`src/rtl/regfile_wb_queue_pkg.sv`:
```
// Shared types and sizes for the register-file writeback queue.
package regfile_wb_queue_pkg;
  localparam int REG_ADDR_W = 4;
  localparam int DATA_W     = 16;
  localparam int WBQ_DEPTH  = 4;

  typedef struct packed {
    logic [REG_ADDR_W-1:0] reg_addr;
    logic [DATA_W-1:0]     data;
  } wbq_entry_t;
endpackage

```
`src/rtl/regfile_wb_match.sv`:
```
// Scans in-flight writes (index 0 oldest) for one read address; newest match wins.
// Data selection exists only when REGFILE_WB_BYPASS_EN is defined.
module regfile_wb_match
  import regfile_wb_queue_pkg::*;
#(
  parameter int N = WBQ_DEPTH + 1
) (
  input  wbq_entry_t [N-1:0]      ents,
  input  logic [N-1:0]            vld,
  input  logic [REG_ADDR_W-1:0]   addr,
  output logic                    hit,
  output logic [DATA_W-1:0]       data
);

`ifndef REGFILE_WB_BYPASS_EN
  logic unused_data;
  always_comb begin
    unused_data = 1'b0;
    for (int i = 0; i < N; i++) begin
      unused_data = unused_data ^ (^ents[i].data);
    end
  end
`endif

  always_comb begin
    hit  = 1'b0;
    data = '0;
    for (int i = 0; i < N; i++) begin
      if (vld[i] && (ents[i].reg_addr == addr)) begin
        hit = 1'b1;
`ifdef REGFILE_WB_BYPASS_EN
        data = ents[i].data;
`endif
      end
    end
  end

endmodule

```
`src/rtl/regfile_wb_queue.sv`:
```
// In-order writeback queue driving the register file write port, with in-flight hazard reporting.
// Optional newest-data forwarding is compiled in with REGFILE_WB_BYPASS_EN.
module regfile_wb_queue
  import regfile_wb_queue_pkg::*;
#(
  parameter int DEPTH = WBQ_DEPTH
) (
  input  logic                  clk,
  input  logic                  rst,
  input  logic                  wb_valid,
  input  logic [REG_ADDR_W-1:0] wb_reg,
  input  logic [DATA_W-1:0]     wb_data,
  output logic                  wb_ready,
  input  logic                  wr_hold,
  output logic                  WriteReg,
  output logic [REG_ADDR_W-1:0] DstReg,
  output logic [DATA_W-1:0]     DstData,
  input  logic [REG_ADDR_W-1:0] SrcReg1,
  input  logic [REG_ADDR_W-1:0] SrcReg2,
  output logic                  pend1,
  output logic                  pend2,
  output logic [DATA_W-1:0]     fwd_data1,
  output logic [DATA_W-1:0]     fwd_data2
);

  localparam int AW = $clog2(DEPTH);
  localparam int CW = AW + 1;
  localparam int N  = DEPTH + 1;

  wbq_entry_t      mem [DEPTH];
  logic [AW-1:0]   rd_ptr;
  logic [AW-1:0]   wr_ptr;
  logic [CW-1:0]   count;
  logic            push;
  logic            pop;

  wbq_entry_t [N-1:0] ents;
  logic [N-1:0]       vld;

  assign wb_ready = (count != CW'(DEPTH));
  assign push     = wb_valid && wb_ready;
  assign pop      = (count != '0) && !wr_hold;

  always_ff @(posedge clk) begin
    if (push) begin
      mem[wr_ptr] <= '{reg_addr: wb_reg, data: wb_data};
    end
  end

  always_ff @(posedge clk) begin
    if (rst) begin
      rd_ptr   <= '0;
      wr_ptr   <= '0;
      count    <= '0;
      WriteReg <= 1'b0;
      DstReg   <= '0;
      DstData  <= '0;
    end else begin
      if (push) wr_ptr <= wr_ptr + AW'(1);
      if (pop)  rd_ptr <= rd_ptr + AW'(1);
      count    <= count + CW'(push) - CW'(pop);
      WriteReg <= pop;
      if (pop) begin
        DstReg  <= mem[rd_ptr].reg_addr;
        DstData <= mem[rd_ptr].data;
      end
    end
  end

  // Age order: output register first, then queue from head to tail.
  always_comb begin
    ents[0] = '{reg_addr: DstReg, data: DstData};
    vld[0]  = WriteReg;
    for (int k = 0; k < DEPTH; k++) begin
      ents[k+1] = mem[rd_ptr + AW'(k)];
      vld[k+1]  = (CW'(k) < count);
    end
  end

  regfile_wb_match #(.N(N)) u_match1 (
    .ents (ents),
    .vld  (vld),
    .addr (SrcReg1),
    .hit  (pend1),
    .data (fwd_data1)
  );

  regfile_wb_match #(.N(N)) u_match2 (
    .ents (ents),
    .vld  (vld),
    .addr (SrcReg2),
    .hit  (pend2),
    .data (fwd_data2)
  );

endmodule

```
`config.mk`:
```
export PLATFORM = sky130hd
export DESIGN_NAME = regfile_wb_queue
export DESIGN_NICKNAME = d
export VERILOG_FILES = /design/src/rtl/regfile_wb_queue_pkg.sv /design/src/rtl/regfile_wb_match.sv /design/src/rtl/regfile_wb_queue.sv
export SDC_FILE = /design/constraint.sdc
export NUM_CORES = 1
export LEC_CHECK = 0
export BUFFER_PORTS_ARGS = -buffer_cell sky130_fd_sc_hd__buf_2
export CORE_ASPECT_RATIO = 0.9
export CORE_UTILIZATION = 55
export DETAILED_ROUTE_END_ITERATION = 8
export HOLD_SLACK_MARGIN = 0.12
export PLACE_DENSITY = 0.76
export REMOVE_ABC_BUFFERS = 1
export SYNTH_ARGS = -nofsm -noshare
export SYNTH_HDL_FRONTEND = slang
export SYNTH_SLANG_ARGS = --single-unit
export TNS_END_PERCENT = 1
```
`constraint.sdc`:
```
create_clock -name clk -period 2.4 [get_ports clk]
set_input_delay 0.24 -clock clk [delete_from_list [all_inputs] [get_ports clk]]
set_output_delay 0.24 -clock clk [all_outputs]
set_load 0.05 [all_outputs]
```
==> results of run 1 <==
per-layer routing:
layer  up-vias  GRT usage [%]  share of wire [%]
li1       1417              -                  -
met2        99          35.96                 51
met3        10          3.623                4.6
met5         -              0                  0
met4         0          6.250                1.2
met1      1485          24.95                 43
worst register-to-register path: stages (launching register included):
cell and delay (ps):
dfxtp_1 370, inv_1 100, nand3_1 110, and2_1 200, inv_1 90, ha_1 280
inv_1 40, ha_1 180, fa_1 380, xor2_1 140, nor2_1 50
sequential cells by signal, indices dropped and copies added, names as in the netlist, named ones only:
name	flops
mem	80
wr_ptr	2
DstReg	4
DstData	16
rd_ptr	2
count	3
WriteReg	1
final cells by class:
cell class	count	area, µm²
Clock buffer	10	127.6
Tap cell	122	152.6
Sequential cell	110	3009
Timing Repair Buffer	91	619.3
Multi-Input combinational cell	226	1871
Fill cell	699	3383
Clock inverter	6	52.55
Inverter	9	33.78
metrics by stage:
step	setup slack [ps]	hold WS, ps	cell area [µm²]	TNS (ps)
3_5_place_dp	186.0	447.0	5424	0
4_1_cts	-3.609	327.3	5841	-3.609
5_1_grt	-84.22	353.4	5866	-120.8
2_1_floorplan	-449.0	309.1	4898	-1504
3_3_place_gp	236.3	440.9	5424	0
6_report	7.764	345.5	5866	0
final timing paths:
check,startpoint,end,slack (ps),depth (start not counted)
worst max-delay path,rd_ptr[0],pend1,8,7
worst min-delay path,wb_valid,wr_ptr[1],350,4
worst max register to register,count[0],count[2],340,10
worst min register to register,DstData[14],DstData[14],460,2
logic make-up (layout without fill, tap and decap cells):
family,after synthesis,count (layout),synth area share [%]
multiplexers,35,35,14.03
other,1,32,0.07065
XOR/XNOR,44,44,7.261
adder cells (fa/ha/maj),9,9,2.263
AND/OR/NAND/NOR,79,79,6.648
buffers and inverters,84,116,10.54
flip-flops,110,110,56.58
AO/OA/AOI/OAI,27,27,2.617
power by group through the flow:
stage | clock network, W | logic (W) | registers, W
2_1_floorplan | 0 | 0.00125 | 0.00293
3_3_place_gp | 0 | 0.00217 | 0.00252
3_5_place_dp | 0 | 0.00221 | 0.00254
4_1_cts | 0.00107 | 0.00230 | 0.00251
5_1_grt | 0.00113 | 0.00249 | 0.00254
6_report | 0.00104 | 0.00230 | 0.00251
synthesized netlist by cell type (2+ instances only):
cell	number	area, µm²
nor2_1	11	41.29
inv_1	9	33.78
buf_4	55	412.9
and3_1	4	25.02
clkbuf_1	11	41.29
edfxtp_1	80	2402
mux4_1	5	131.4
mux2i_1	5	50.05
nor4_1	2	12.51
xnor2_1	23	201.4
nand2_1	46	172.7
dfxtp_1	30	600.6
nand4_1	8	50.05
buf_6	2	22.52
xor2_1	21	183.9
nor2b_1	2	12.51
mux4_2	25	563.0
a31oi_1	2	12.51
ha_1	8	100.1
buf_2	5	25.02
a21oi_1	24	120.1
repair_timing:
action,CTS,global route
resized for setup,11,9
setup endpoints to repair,2,2
endpoints found under the hold margin,80,0
pin swaps,1,1
setup buffers,2,0
gates cloned,1,0
hold buffers,20,0
==> results.ini, run 1 <==
[global_routing]
antenna_found_initial = 0
grt_first_pass_wirelength_um = 14940
track_usage_pct = 20.00
grt-ovfl-total = 0
grt_pass1_vias = 2954
grt_max_degree = 30

[worst_setup_path]
critical_path.top_delay_family = multiplexers
cp_common_cell = buf_6
crit_buf_inv = 2
path_max_fanout = 5
arrival_ps = 2150
crit_type = register to primary output
critPathMaxStageDelay_ps = 550
cpMaxStageDelayCell = mux4_2
setup.worst_path.start_class = register
end_kind = primary output
critPathRequiredTime_ps = 2160
crit_chain = buf_6 -> mux4_2 -> xor2_2 -> nor3_2 -> a31oi_1 -> nand4_1 -> buf_6

[sta]
tightest_slew_ps = 620.2
timing.fmax_ghz = 0.4180
hold_violations = 0
fin_skew_ps = 20.29
min_period_ps = 2392
maxSlewHeadroom_pct = 58.65
finalMaxSlewViolations = 0
rsz0062_at_grt = true
setup_viol = 0
finalCritPeriodShare_pct = 99.68

[final_layout]
fin_util_pct = 63.42
final_common_cell = edfxtp_1
final_cell_mix = edfxtp_1, buf_2, nand2_1, conb_1, mux4_2
area_delta_synth_final_pct = 10.51
stdcell_count = 574
insertedDiodeCount = 0
drive_gt1_share_pct = 26.99
layout.nets = 488

[status]
run_status = complete, no violations

[pwr]
pwr-share-clk_pct = 17.8
p_comb_share_pct = 39.4
pwr-share-seq_pct = 42.9
p_total_w = 0.005855
p_leak_nw = 2.162
cellPowerDensity_nw_per_um2 = 998.3
p_sw_share_pct = 37.43
ir_worst_vdd_uv = 517.6
internal_power_w = 0.003664
p_switching_w = 0.002192

[drt]
vias_per_cell = 5.246
wirelength_um = 9333
drt-wirelength-per-cell_um = 16.26
vias = 3011
drc = 0
dr.pass1.iters = 4
drt_iter0_drc = 113
postRouteAntennaNets = 0

[place]
io_buffers = 55
placed_cells = 535
gp_congestion = 0.9166
hpwlAfterDp_um = 6176

[synth]
synth_enable_flop_cells = 80
netlist_area_um2 = 5308
syn_avg_cell_area_um2 = 13.64
synth_top_flop_cell = edfxtp_1
synth.distinct_cells = 32
synth_sequential_area_ratio_pct = 56.58
synthCells = 389
async_flop_share_pct = 0
synth-seq-cells = 110
yosys_warnings = 0

[min_path]
min_path_type = input port to register

[floorplan]
initial_utilization_pct = 57.39
pin_count = 88
die_height_um = 95.20
fp-row-count = 33
die_w_um = 105.6
coreArea_um2 = 9249
die_area_um2 = 10050

[cts]
cts_made_buffers = 9
h-tree-depth = 3
cts_root_buffer = clkbuf_8
clkLatencyLatePin_ps = 380
clkSinkCount = 110
cts_tree = yes
cts.path.max_buffers = 2
path_clk_slew_ps = 100

[flow_run]
max-cap-violations = 0

Power figures use the tool's default switching activity.
==> inputs of run 2 (changes only) <==
--- a/config.mk
+++ b/config.mk
@@ -10,7 +10,7 @@
 export CORE_UTILIZATION = 55
 export DETAILED_ROUTE_END_ITERATION = 8
 export HOLD_SLACK_MARGIN = 0.12
-export PLACE_DENSITY = 0.76
+export PLACE_DENSITY = 0.81
 export REMOVE_ABC_BUFFERS = 1
 export SYNTH_ARGS = -nofsm -noshare
 export SYNTH_HDL_FRONTEND = slang
==> run 2 against run 1 <==
Net effect:
- non-clock buffer count is 5 higher
- flip-flop and latch count stayed put
- largest power group unchanged
- critical path type unchanged
- routed wire length is 2.3% higher
- critical endpoint unchanged
==> results.ini, run 2 (synthesis gave the netlist of run 1 again) <==
[cts]
cts.path.max_buffers = 2  ; unchanged
cts_made_buffers = 9  ; unchanged
cts_tree = yes  ; unchanged
clkLatencyLatePin_ps = 370  ; was 380 ps
path_clk_slew_ps = 100  ; about the same
cts_root_buffer = clkbuf_8  ; unchanged
clkSinkCount = 110  ; unchanged
h-tree-depth = 3  ; unchanged

[pwr]
p_comb_share_pct = 39.4  ; about the same
internal_power_w = 0.003696  ; was 0.003664 W
cellPowerDensity_nw_per_um2 = 1001  ; was 998.3 nW/µm²
p_sw_share_pct = 37.55  ; was 37.43%
pwr-share-seq_pct = 42.5  ; was 42.9%
p_switching_w = 0.002222  ; was 0.002192 W
ir_worst_vdd_uv = 708.1  ; was 517.6 µV
pwr-share-clk_pct = 18.1  ; was 17.8%
p_leak_nw = 2.200  ; was 2.162 nW

[final_layout]
reg_top3 = mem: 80 flops, DstData: 16 flops, DstReg: 4 flops  ; unchanged
fin_util_pct = 63.95  ; was 63.42%
layout.nets = 493  ; was 488
stdcell_count = 579  ; was 574
final_cell_mix = edfxtp_1, buf_2, nand2_1, conb_1, mux4_2  ; unchanged
seqCellArea_um2 = 3009  ; unchanged
final_common_cell = edfxtp_1  ; unchanged
fillCellCount = 700  ; was 699
insertedDiodeCount = 0  ; unchanged
drive_gt1_share_pct = 27.57  ; was 26.99%
multi_input_area_um2 = 1862  ; was 1871 µm²
area_delta_synth_final_pct = 11.43  ; was 10.51%
largest_register = mem  ; unchanged
largest_register_ffs = 80  ; unchanged

[floorplan]
pin_count = 88  ; unchanged
die_height_um = 95.20  ; unchanged
initial_utilization_pct = 57.39  ; unchanged
die_w_um = 105.6  ; unchanged
fp-row-count = 33  ; unchanged
coreArea_um2 = 9249  ; unchanged
die_area_um2 = 10050  ; unchanged

[sta]
setup_viol = 0  ; unchanged
tightest_slew_ps = 627.6  ; was 620.2 ps
finalWorstSetupSlack_ps = 12.34  ; was 7.764 ps
timing.fmax_ghz = 0.4188  ; was 0.4180 GHz
fin_skew_ps = 12.35  ; was 20.29 ps
finalCritPeriodShare_pct = 99.49  ; was 99.68%
fin_tns_setup_ps = 0  ; unchanged
finalMaxSlewViolations = 0  ; unchanged
maxSlewHeadroom_pct = 58.16  ; was 58.65%
min_period_ps = 2388  ; was 2392 ps
hold_violations = 0  ; unchanged
rsz0062_at_grt = true  ; unchanged

[global_routing]
grt_first_pass_wirelength_um = 15420  ; was 14,940 µm
grt_max_degree = 30  ; unchanged
antenna_found_initial = 0  ; unchanged
grt_pass1_vias = 3036  ; was 2,954
track_usage_pct = 20.56  ; was 20.00%
grt-ovfl-total = 0  ; unchanged

[place]
io_buffers = 55  ; unchanged
gp_congestion = 0.8859  ; was 0.9166
hpwlAfterDp_um = 6171  ; was 6176 µm
pre_cts_slack_ps = 290.2  ; was 186.0 ps
placed_cells = 536  ; was 535

[worst_setup_path]
crit_type = register to primary output  ; unchanged
setup.worst_path.start_class = register  ; unchanged
cpMaxStageDelayCell = mux4_2  ; unchanged
critPathRequiredTime_ps = 2160  ; about the same
arrival_ps = 2150  ; about the same
startpoint = rd_ptr[0]  ; unchanged
path_max_fanout = 9  ; was 5
crit_chain = buf_8 -> mux4_2 -> xor2_2 -> nor3_2 -> a31oi_1 -> nand4_1 -> buf_6  ; was buf_6 -> mux4_2 -> xor2_2 -> nor3_2 -> a31oi_1 -> nand4_1 -> buf_6
end_kind = primary output  ; unchanged
critPathMaxStageDelay_ps = 550  ; about the same
worstReg2RegStart = count[0]  ; unchanged

[drt]
dr.pass1.iters = 5  ; was 4
postRouteAntennaNets = 0  ; unchanged
vias = 3054  ; was 3,011
wirelength_um = 9552  ; was 9333 µm
drt-wirelength-per-cell_um = 16.50  ; was 16.26 µm
vias_per_cell = 5.275  ; was 5.246
drt_iter0_drc = 170  ; was 113
drc = 0  ; unchanged

[flow_run]
max-cap-violations = 0  ; unchanged

[min_path]
min_path_type = input port to register  ; unchanged
min-delay-start = wb_valid  ; unchanged

[status]
run_status = complete, no violations  ; unchanged

-- run 2: timing repair --
item                                    CTS  global route
buffers inserted                          0             7
hold buffers                             20             0
gates resized for setup                  13             6
endpoints found under the setup margin    2             2
pin swaps                                 0             2
endpoints found under the hold margin    80             0
-- run 2: path summary, 6_finish.rpt --
path,endpoint,slack [ps],depth (start not counted)
worst max-delay path,pend1,10,7
worst min-delay path,wr_ptr[1],330,4
worst min register to register,DstData[3],460,2
worst max register to register,count[2],350,10
-- run 2: power groups by stage --
| stage | Clock, W | Combinational, W | Sequential (W) |
|---|---|---|---|
| floorplan | 0 | 0.00125 | 0.00293 |
| global placement | 0 | 0.00218 | 0.00252 |
| detailed placement | 0 | 0.00222 | 0.00254 |
| CTS | 0.00111 | 0.00228 | 0.00251 |
| global route | 0.00117 | 0.00253 | 0.00255 |
| finish | 0.00107 | 0.00233 | 0.00251 |
-- run 2: area by class of cell --
type                       instances  area share, %
clock buffer                      10          2.158
inverter                           9         0.5712
sequential                       110          50.88
clock inverter                     6          1.100
multi-input combinational        226          31.48
tap                              122          2.581
timing repair buffer              96          11.23
-- run 2: per-layer routing --
layer  vias to the layer above  share of wire [%]  GRT usage (%)
met4                         0               0.76          4.630
met1                      1498                 43          25.87
met2                       126                 50          36.40
met5                         -                  0              0
li1                       1423                  -              -
met3                         7                6.6          5.126
-- run 2: worst max-delay path, delay by kind of cell (launching register included) --
kind,cells,cell delay (ps)
and+or+nand+nor,2,280
buffers and inverters,2,310
DFF,1,370
AOI/OAI and AO/OA,1,90
muxes,1,550
xor gates and xnor gates,1,170
-- run 2: metrics by stage --
step | hold WS (ps) | instance area, µm² | total power [W]
after floorplan | 309.1 | 4898 | 0.004177
after global placement | 440.2 | 5431 | 0.004705
after detailed placement | 443.9 | 5431 | 0.004763
after CTS | 304.5 | 5833 | 0.005898
after global routing | 341.7 | 5914 | 0.006245
final | 326.9 | 5914 | 0.005919
